==> src/rtl/line_fetch_arbiter.sv <==
// Framebuffer port arbiter: the display line fetch (priority) and a pixel writer share one BRAM port.
// Optional macro LINE_DOUBLE_EN: one fetch per pair of display lines (row = next >> 1).
module line_fetch_arbiter #(
  parameter int ACTIVE_H_PIXELS = 1280,
  parameter int TOTAL_H_PIXELS  = 1650,
  parameter int ACTIVE_LINES    = 720,
  parameter int TOTAL_LINES     = 750,
  parameter int WORDS_PER_LINE  = 40,
  parameter int ADDR_WIDTH      = 15,
  parameter int DATA_WIDTH      = 32,
  parameter int READ_LATENCY    = 2
) (
  input  logic                                pixel_clk_in,
  input  logic                                rst_n_in,
  input  logic [$clog2(TOTAL_H_PIXELS)-1:0]   hcount_in,
  input  logic [$clog2(TOTAL_LINES)-1:0]      vcount_in,
  input  logic                                wr_req_in,
  input  logic [ADDR_WIDTH-1:0]               wr_addr_in,
  input  logic [DATA_WIDTH-1:0]               wr_data_in,
  output logic                                wr_gnt_out,
  output logic [ADDR_WIDTH-1:0]               mem_addr_out,
  output logic                                mem_we_out,
  output logic [DATA_WIDTH-1:0]               mem_wdata_out,
  input  logic [DATA_WIDTH-1:0]               mem_rdata_in,
  output logic                                lb_we_out,
  output logic [$clog2(WORDS_PER_LINE)-1:0]   lb_addr_out,
  output logic [DATA_WIDTH-1:0]               lb_data_out,
  output logic                                lb_wr_bank_out,
  output logic                                lb_rd_bank_out,
  output logic                                fetch_busy_out,
  output logic                                overrun_out,
  output logic [1:0]                          state_dbg_out
);

  localparam int HCW = $clog2(TOTAL_H_PIXELS);
  localparam int VCW = $clog2(TOTAL_LINES);
  localparam int LBW = $clog2(WORDS_PER_LINE);
  localparam int DCW = (READ_LATENCY > 1) ? $clog2(READ_LATENCY) : 1;

  typedef enum logic [1:0] {
    S_IDLE  = 2'd0,
    S_FETCH = 2'd1,
    S_DRAIN = 2'd2
  } state_t;

  state_t                state_q;
  logic [LBW-1:0]        word_q;
  logic [ADDR_WIDTH-1:0] base_q;
  logic [ADDR_WIDTH-1:0] acc_q;
  logic                  synced_q;
  logic [DCW-1:0]        drain_q;
  logic [ADDR_WIDTH-1:0] mem_addr_q;
  logic                  mem_we_q;
  logic [DATA_WIDTH-1:0] mem_wdata_q;
  logic                  rd_issue_q;
  logic [READ_LATENCY-1:0] lb_vld_q;
  logic [LBW-1:0]        lb_idx_q [READ_LATENCY];
  logic                  rd_bank_q;
  logic                  overrun_q;

  logic [VCW-1:0]        next_row;
  logic                  trig;
  logic                  in_range;
  logic                  parity_ok;
  logic                  row_zero;
  logic                  fetch_trig;
  logic                  start_fetch;
  logic [ADDR_WIDTH-1:0] base_d;
  logic [LBW-1:0]        word_d;

  assign next_row  = (vcount_in == VCW'(TOTAL_LINES - 1)) ? '0 : vcount_in + VCW'(1);
  assign trig      = (hcount_in == HCW'(ACTIVE_H_PIXELS));
  assign in_range  = (next_row < VCW'(ACTIVE_LINES));
  assign row_zero  = (next_row == '0);
`ifdef LINE_DOUBLE_EN
  assign parity_ok = ~next_row[0];
`else
  assign parity_ok = 1'b1;
`endif
  // Before the first row-0 trigger the accumulator is meaningless, so every fetch is held off.
  assign fetch_trig  = trig && in_range && parity_ok && (synced_q || row_zero);
  assign start_fetch = fetch_trig && (state_q == S_IDLE);
  assign base_d      = row_zero ? '0 : acc_q;
  assign word_d      = word_q + LBW'(1);

  // Writer handshake: the writer holds req/addr/data until a cycle with wr_req_in && wr_gnt_out;
  // that cycle is the transfer and the write appears on the memory port one cycle later.
  assign wr_gnt_out = wr_req_in && (state_q == S_IDLE || state_q == S_DRAIN) && !fetch_trig;

  always_ff @(posedge pixel_clk_in or negedge rst_n_in) begin
    if (!rst_n_in) begin
      state_q     <= S_IDLE;
      word_q      <= '0;
      base_q      <= '0;
      acc_q       <= '0;
      synced_q    <= 1'b0;
      drain_q     <= '0;
      mem_addr_q  <= '0;
      mem_we_q    <= 1'b0;
      mem_wdata_q <= '0;
      rd_issue_q  <= 1'b0;
      lb_vld_q    <= '0;
      for (int k = 0; k < READ_LATENCY; k++) lb_idx_q[k] <= '0;
      rd_bank_q   <= 1'b0;
      overrun_q   <= 1'b0;
    end else begin
      mem_we_q   <= 1'b0;
      rd_issue_q <= 1'b0;

      // Read-data tracking: each issued read lands in the line buffer READ_LATENCY cycles later.
      lb_vld_q[0] <= rd_issue_q;
      lb_idx_q[0] <= word_q;
      for (int k = 1; k < READ_LATENCY; k++) begin
        lb_vld_q[k] <= lb_vld_q[k-1];
        lb_idx_q[k] <= lb_idx_q[k-1];
      end

      if (fetch_trig && row_zero) synced_q <= 1'b1;
      if (fetch_trig && state_q != S_IDLE) overrun_q <= 1'b1;

      case (state_q)
        S_IDLE: begin
          if (start_fetch) begin
            state_q    <= S_FETCH;
            base_q     <= base_d;
            acc_q      <= base_d + ADDR_WIDTH'(WORDS_PER_LINE);
            word_q     <= '0;
            mem_addr_q <= base_d;
            rd_issue_q <= 1'b1;
          end else if (wr_gnt_out) begin
            mem_addr_q  <= wr_addr_in;
            mem_we_q    <= 1'b1;
            mem_wdata_q <= wr_data_in;
          end
        end
        S_FETCH: begin
          if (word_q == LBW'(WORDS_PER_LINE - 1)) begin
            state_q <= S_DRAIN;
            drain_q <= '0;
          end else begin
            word_q     <= word_d;
            mem_addr_q <= base_q + ADDR_WIDTH'(word_d);
            rd_issue_q <= 1'b1;
          end
        end
        S_DRAIN: begin
          if (wr_gnt_out) begin
            mem_addr_q  <= wr_addr_in;
            mem_we_q    <= 1'b1;
            mem_wdata_q <= wr_data_in;
          end
          if (drain_q == DCW'(READ_LATENCY - 1)) begin
            state_q   <= S_IDLE;
            rd_bank_q <= ~rd_bank_q;
          end else begin
            drain_q <= drain_q + DCW'(1);
          end
        end
        default: state_q <= S_IDLE;
      endcase
    end
  end

  assign mem_addr_out   = mem_addr_q;
  assign mem_we_out     = mem_we_q;
  assign mem_wdata_out  = mem_wdata_q;
  assign lb_we_out      = lb_vld_q[READ_LATENCY-1];
  assign lb_addr_out    = lb_idx_q[READ_LATENCY-1];
  assign lb_data_out    = mem_rdata_in;
  assign lb_rd_bank_out = rd_bank_q;
  assign lb_wr_bank_out = ~rd_bank_q;
  assign fetch_busy_out = (state_q == S_FETCH) || (state_q == S_DRAIN);
  assign overrun_out    = overrun_q;
  assign state_dbg_out  = state_q;

endmodule

==> config.mk <==
export PLATFORM = sky130hd
export DESIGN_NAME = line_fetch_arbiter
export DESIGN_NICKNAME = d
export VERILOG_FILES = /design/src/rtl/line_fetch_arbiter.sv
export SDC_FILE = /design/constraint.sdc
export NUM_CORES = 1
export LEC_CHECK = 0
export CAP_MARGIN = 10
export CORE_MARGIN = 3
export CORE_UTILIZATION = 35
export DETAILED_ROUTE_END_ITERATION = 7
export PLACE_DENSITY = 0.67
export SLEW_MARGIN = 10
export SYNTH_ARGS = -nofsm -noshare
export SYNTH_HDL_FRONTEND = slang
export SYNTH_SLANG_ARGS = --single-unit
==> constraint.sdc <==
create_clock -name pixel_clk_in -period 6 [get_ports pixel_clk_in]
set_input_delay 1.8 -clock pixel_clk_in [delete_from_list [all_inputs] [get_ports pixel_clk_in]]
set_output_delay 1.8 -clock pixel_clk_in [all_outputs]
set_load 0.05 [all_outputs]
==> results of run 1 <==
[per-stage QoR]
stage	area, um2	util [%]	setup TNS, ns
after floorplan	5830	-	0
after global placement	7210	45.1	-0.353
after detailed placement	7210	45.1	-0.377
after CTS	7550	47.2	0
after global routing	7570	47.3	-0.0526
final	7570	47.3	0
[Yosys cell counts (all sizes together), types with 10 or more instances]
| master | count | share of area, % |
|---|---|---|
| nand3 | 15 | 1.3 |
| nor3 | 13 | 1.2 |
| dfrtp | 102 | 44 |
| clkbuf | 18 | 1.2 |
| nand2b | 10 | 1.1 |
| buf | 50 | 6.1 |
| a21oi | 32 | 2.8 |
| ha | 13 | 2.8 |
| nand2 | 172 | 11 |
| o21ai | 44 | 3.8 |
| inv | 21 | 1.4 |
| nor2 | 32 | 2.3 |
[critical path, stage by stage]
cell             delay (ns)
clkdlybuf4s50_1        0.61
nand2_1                0.16
nor3_1                 0.28
a22oi_2                0.13
a2111oi_4              0.42
o221ai_2               0.20
o211ai_4               0.17
clkinvlp_4             0.14
buf_8                  0.16
[how the worst min path moves through the flow]
stage / startpoint / to / slack, ns / depth (start not counted)
2_1_floorplan: lb_idx_q[6] / lb_addr_out[0] / 0.33 / 0
3_3_place_gp: rd_issue_q / lb_vld_q[0] / 0.33 / 0
3_5_place_dp: lb_idx_q[7] / lb_addr_out[1] / 0.33 / 0
4_1_cts: lb_idx_q[8] / lb_addr_out[2] / 0.35 / 0
5_1_grt: lb_idx_q[10] / lb_addr_out[4] / 0.35 / 0
6_report: lb_idx_q[8] / lb_addr_out[2] / 0.34 / 0
[logic make-up after synthesis]
group                    after synthesis
AO/OA/AOI/OAI                        151
multiplexers                           6
XOR/XNOR                              18
flip-flops                           102
buffers and inverters                 89
adder cells (fa/ha/maj)               14
AND/OR/NAND/NOR                      288
[registers in the layout, indices dropped and copies added, names as in the netlist]
signal          flops
lb_vld_q            2
synced_q            1
lb_idx_q            6
acc_q              12
lb_addr_out         6
mem_we_out          1
drain_q             1
overrun_out         1
word_q              6
mem_wdata_out      32
state_dbg_out       2
lb_rd_bank_out      1
rd_issue_q          1
base_q             15
mem_addr_out       15
[where the power goes]
| group | total [mW] | switching [mW] | leakage (nW) | internal, mW |
|---|---|---|---|---|
| Sequential | 1.01 | 0.119 | 1.32 | 0.895 |
| Combinational | 2.09 | 1.37 | 1.85 | 0.716 |
| Clock | 0.633 | 0.265 | 0.153 | 0.369 |
[metal layers]
layer / track usage, % / wire length, um / up-vias
li1: - / - / 2484
met1: 23.4 / 7050 / 2400
met2: 27.3 / 6980 / 176
met3: 3.91 / 1230 / 14
met4: 4.13 / 170 / 0
met5: 0 / 0 / -
[cell type report]
| type | count | share of cell area [%] |
|---|---|---|
| multi-input combinational | 477 | 36.8 |
| timing repair buffer | 163 | 20.5 |
| tap | 216 | 3.57 |
| clock inverter | 6 | 1.24 |
| clock buffer | 10 | 3.02 |
| sequential | 102 | 33.7 |
| inverter | 21 | 1.22 |
[timing repair]
item,CTS,global route
resized for setup,13,8
endpoints found under the setup margin,1,1
pin swaps,5,6
==> flow_metrics.env, run 1 <==
export IMPL_antenna_left=0
export IMPL_synth_xor_area_share_pct=2.73
export IMPL_p_leak_nw=3.32
export IMPL_cts_sinks=102
export IMPL_cp_endpoint="wr_gnt_out"
export IMPL_grt_pass1_vias=4883
export IMPL_cts_setup_buffers=0
export IMPL_whs_ns=0.341
export IMPL_slew_violations=0
export IMPL_drive_gt1_share_pct=9.63
export IMPL_die_width_um=135
export IMPL_r2r_setup_slack_ns=2.90
export IMPL_grt_pass1_wl_um=25100
export IMPL_synth_compound_area_share_pct=17.4
export IMPL_synthToLayoutAreaGrowth_pct=30.9
export IMPL_ys_seq_area_share_pct=44.1
export IMPL_worstPathRequired_ns=4.20
export IMPL_die_h_um=135
export IMPL_wl_per_cell_um=15.5
export IMPL_status="complete, no violations"
export IMPL_seq_area_mm2=0.00255
export IMPL_drt_total_wl_um=15400
export IMPL_fin_crit_sh_pct=98.0
export IMPL_mostFrequentLayoutCell="nand2_1"
export IMPL_tightest_slew_ns=0.863
export IMPL_cts_path_max_buffers=2
export IMPL_synth_async_sr_flop_share_pct=100
export IMPL_final_cell_mix="nand2_1 (172), clkdlybuf4s50_1 (125), dfrtp_1 (102), o21ai_0 (44)"
export IMPL_ir_worst_vdd_uv=240
export IMPL_overflow=0
export IMPL_synthDistinctLibCells=64
export IMPL_ctsHoldBuffers=0
export IMPL_netlist_area_mm2=0.00578
export IMPL_crit_arrival_ns=4.08
export IMPL_maxSlewHeadroom_pct=42.5
export IMPL_place_gp_congestion=0.872
export IMPL_syn_area_per_cell_um2=8.66
export IMPL_drtPass1Iterations=5
export IMPL_path_class="input pin to output pin"
export IMPL_clock_fmax_mhz=170
export IMPL_p_total_mw=3.74
export IMPL_synthAdderAreaFrac_pct=3.16
export IMPL_cts_root_buffer="clkbuf_16"
export IMPL_hold_path_class="flip-flop to flip-flop"
export IMPL_final_nets=891
export IMPL_synth_edf_count=0
export IMPL_cp_startpoint="vcount_in[5]"
export IMPL_cp_end_kind="output pin"
export IMPL_synthFlopType="dfrtp_1"
export IMPL_synth_warnings=0
export IMPL_place_ws_ns=-0.377
export IMPL_rr_startpoint="word_q[0]"
export IMPL_grtUsageTotal_pct=17.0
export IMPL_syn_num_nets=785
export IMPL_grt_max_degree=68
export IMPL_synthCells=668
export IMPL_hpwl_um=11300
export IMPL_synthSimpleGateAreaFrac_pct=22.7
export IMPL_dieArea_mm2=0.0181
export IMPL_dp_cells=979
export IMPL_rows=46
export IMPL_worst_path_max_fanout=7
export IMPL_pwr_density_cell_mw_per_mm2=493
export IMPL_setup_viol=0
export IMPL_io_pins=197
export IMPL_reg2reg_depth=13
export IMPL_cts_tree="done"
export IMPL_antenna_found_initial=0
export IMPL_fillerInstances=1543
export IMPL_fp_coreArea_mm2=0.0160
export IMPL_final_hold_viol_count=0
export IMPL_synthMuxAreaShare_pct=1.15
export IMPL_cts_clk_slew_worst_paths_ns=0.07
export IMPL_drc=0
export IMPL_final_cells=995
export IMPL_num_vias=5074
export IMPL_synth_top_family_by_area="simple AND/OR/NAND/NOR gates"
export IMPL_n_antenna_cell=0
export IMPL_fin_skew_ns=0.00922
export IMPL_ys_ff_latch=102
export IMPL_htreeDepth=3
export IMPL_numCtsBuffers=9
export IMPL_worstReg2RegEnd="mem_addr_out[14]"
export IMPL_cp_start_kind="input pin"
export IMPL_cap_viol_max_count=0
export IMPL_start_util_pct=36.1
export IMPL_multi_input_area_mm2=0.00278
export IMPL_setup_slack_ns=0.120
export IMPL_numPortBuffers=132
export IMPL_clk_latency_ns=0.35
export IMPL_drt_iter0_markers=320
export IMPL_via_per_inst=5.10
export IMPL_min_period_ns=5.88
Power figures use the tool's default switching activity.
==> run 2: changes to the inputs <==
--- a/config.mk
+++ b/config.mk
@@ -9,7 +9,7 @@
 export CORE_MARGIN = 3
 export CORE_UTILIZATION = 35
 export DETAILED_ROUTE_END_ITERATION = 7
-export PLACE_DENSITY = 0.67
+export DONT_BUFFER_PORTS = 1
 export SLEW_MARGIN = 10
 export SYNTH_ARGS = -nofsm -noshare
 export SYNTH_HDL_FRONTEND = slang
==> run 2 against run 1 <==
Compared with the run above:
- count of clock-buffer cells in the layout decreased by 1
- sequential power increased by 65%
- sequential share of layout area increased by 8.7 points
- via count decreased by 8.1%
- final cell count decreased by 16%
- setup slack improved by 0.12 ns
- design area decreased by 21%
- largest power group is now registers
==> flow_metrics.env, run 2 (same netlist as run 1, synthesis figures left out) <==
export IMPL_ctsHoldBuffers=0
export IMPL_dp_cells=825
export IMPL_drt_total_wl_um=14800
export IMPL_clk_latency_ns=0.35
export IMPL_cts_setup_buffers=0
export IMPL_cts_sinks=102
export IMPL_die_width_um=135
export IMPL_worst_path_max_fanout=5
export IMPL_cts_repair_resized=0
export IMPL_pwr_density_cell_mw_per_mm2=540
export IMPL_htreeDepth=3
export IMPL_hpwl_um=10800
export IMPL_slowest_delay_ns=0.52
export IMPL_holdPathEnd="lb_addr_out[3]"
export IMPL_final_nets=737
export IMPL_io_pins=197
export IMPL_cp_slowest_cell="or4b_4"
export IMPL_cts_tree="done"
export IMPL_fin_crit_sh_pct=96.0
export IMPL_numCtsBuffers=9
export IMPL_dieArea_mm2=0.0181
export IMPL_worstPathRequired_ns=4.20
export IMPL_design_area_mm2=0.00601
export IMPL_grt_pass1_wl_um=23300
export IMPL_antenna_left=0
export IMPL_grt_pass1_vias=4463
export IMPL_numPortBuffers=0
export IMPL_crit_arrival_ns=3.96
export IMPL_final_cell_mix="nand2_1 (172), dfrtp_1 (102), o21ai_0 (44), a21oi_1 (32), nor2_1 (30)"
export IMPL_status="complete, no violations"
export IMPL_reg2reg_depth=8
export IMPL_hold_path_class="flip-flop to flip-flop"
export IMPL_mostFrequentLayoutCell="nand2_1"
export IMPL_cp_top_family="compound AO/OA/AOI/OAI gates"
export IMPL_fin_skew_ns=0.0101
export IMPL_min_period_ns=5.76
export IMPL_num_vias=4663
export IMPL_grtUsageTotal_pct=16.0
export IMPL_cap_viol_max_count=0
export IMPL_grt_max_degree=103
export IMPL_n_antenna_cell=0
export IMPL_rows=46
export IMPL_start_util_pct=36.1
export IMPL_rsz0062_at_grt="false"
export IMPL_die_h_um=135
export IMPL_path_class="input pin to output pin"
export IMPL_clock_fmax_mhz=174
export IMPL_via_per_inst=5.55
export IMPL_place_gp_congestion=0.879
export IMPL_setup_viol=0
export IMPL_finalSetupTns_ns=0
export IMPL_hp_start="lb_idx_q[9]"
export IMPL_cp_cell_sequence="inv_8 > ha_4 > nand4_1 > o22ai_1 > or4b_4 > a2111oi_4 > o221ai_2 > o211ai_4 > clkinvlp_4 > buf_4"
export IMPL_drt_iter0_markers=332
export IMPL_synthToLayoutAreaGrowth_pct=4.03
export IMPL_cts_root_buffer="clkbuf_16"
export IMPL_p_leak_nw=2.67
export IMPL_ir_worst_vdd_uv=205
export IMPL_antenna_found_initial=0
export IMPL_cts_clk_slew_worst_paths_ns=0.07
export IMPL_place_area_mm2=0.00573
export IMPL_drc=0
export IMPL_fp_coreArea_mm2=0.0160
export IMPL_critPathBufInv=3
export IMPL_worstReg2RegEnd="mem_addr_out[9]"
export IMPL_r2r_setup_slack_ns=2.44
export IMPL_overflow=0
export IMPL_rr_startpoint="state_dbg_out[0]"
export IMPL_wl_per_cell_um=17.6
export IMPL_largest_reg_flops=32
export IMPL_maxSlewHeadroom_pct=24.9
export IMPL_cp_start_kind="input pin"
export IMPL_drtPass1Iterations=5
export IMPL_holdPathStages=0
export IMPL_drive_gt1_share_pct=7.21
export IMPL_slew_violations=0
export IMPL_cts_path_max_buffers=2
export IMPL_cp_end_kind="output pin"
export IMPL_p_total_mw=3.25
export IMPL_final_hold_viol_count=0
export IMPL_final_cells=840
export IMPL_tightest_slew_ns=1.11
-- run 2: changes by cell type in the layout (fill, tap and decap cells not counted), moves of 2 or more --
cell / delta
inv_8: +2
dlygate4sd2_1: -3
clkdlybuf4s50_1: -125
buf_4: -23
bufinv_16: -2
-- run 2: worst max path at each step --
| stage | endpoint | cells after the start | start | slack, ns |
|---|---|---|---|---|
| 2_1_floorplan | wr_gnt_out | 11 | vcount_in[1] | 0.0004 |
| 3_3_place_gp | wr_gnt_out | 10 | vcount_in[1] | 0.29 |
| 3_5_place_dp | wr_gnt_out | 9 | vcount_in[0] | 0.23 |
| 4_1_cts | wr_gnt_out | 10 | vcount_in[1] | 0.22 |
| 5_1_grt | wr_gnt_out | 10 | vcount_in[1] | 0.14 |
| 6_report | wr_gnt_out | 10 | vcount_in[1] | 0.24 |
-- run 2: cell type report --
cell class / instances / area (um2)
clock inverters: 6 / 56.3
clock buffers: 9 / 225
repair buffers: 9 / 67.6
multi-input cells: 477 / 2750
flip-flops and latches: 102 / 2550
fillers: 1645 / 9990
well taps: 216 / 270
inverters: 21 / 92.6
-- run 2: per-layer routing --
metal	wire length (um)	part of all wire [%]	global-route usage [%]
met5	0	0	0
met4	253	1.7	5.20
met3	1410	9.6	4.36
met2	7020	47	26.7
met1	6110	41	20.1
-- run 2: stage by stage --
stage	util [%]	setup WS (ns)	hold slack [ns]
3_5_place_dp	35.8	0.234	0.335
2_1_floorplan	-	0.000379	0.331
5_1_grt	37.6	0.143	0.362
6_report	37.6	0.241	0.350
4_1_cts	37.6	0.221	0.351
3_3_place_gp	35.8	0.285	0.332
-- run 2: where the power goes --
part	leakage [nW]	switching (mW)	internal [mW]
combinational	1.21	0.654	0.366
clock	0.136	0.273	0.288
sequential	1.32	0.785	0.882
total	2.67	1.71	1.54
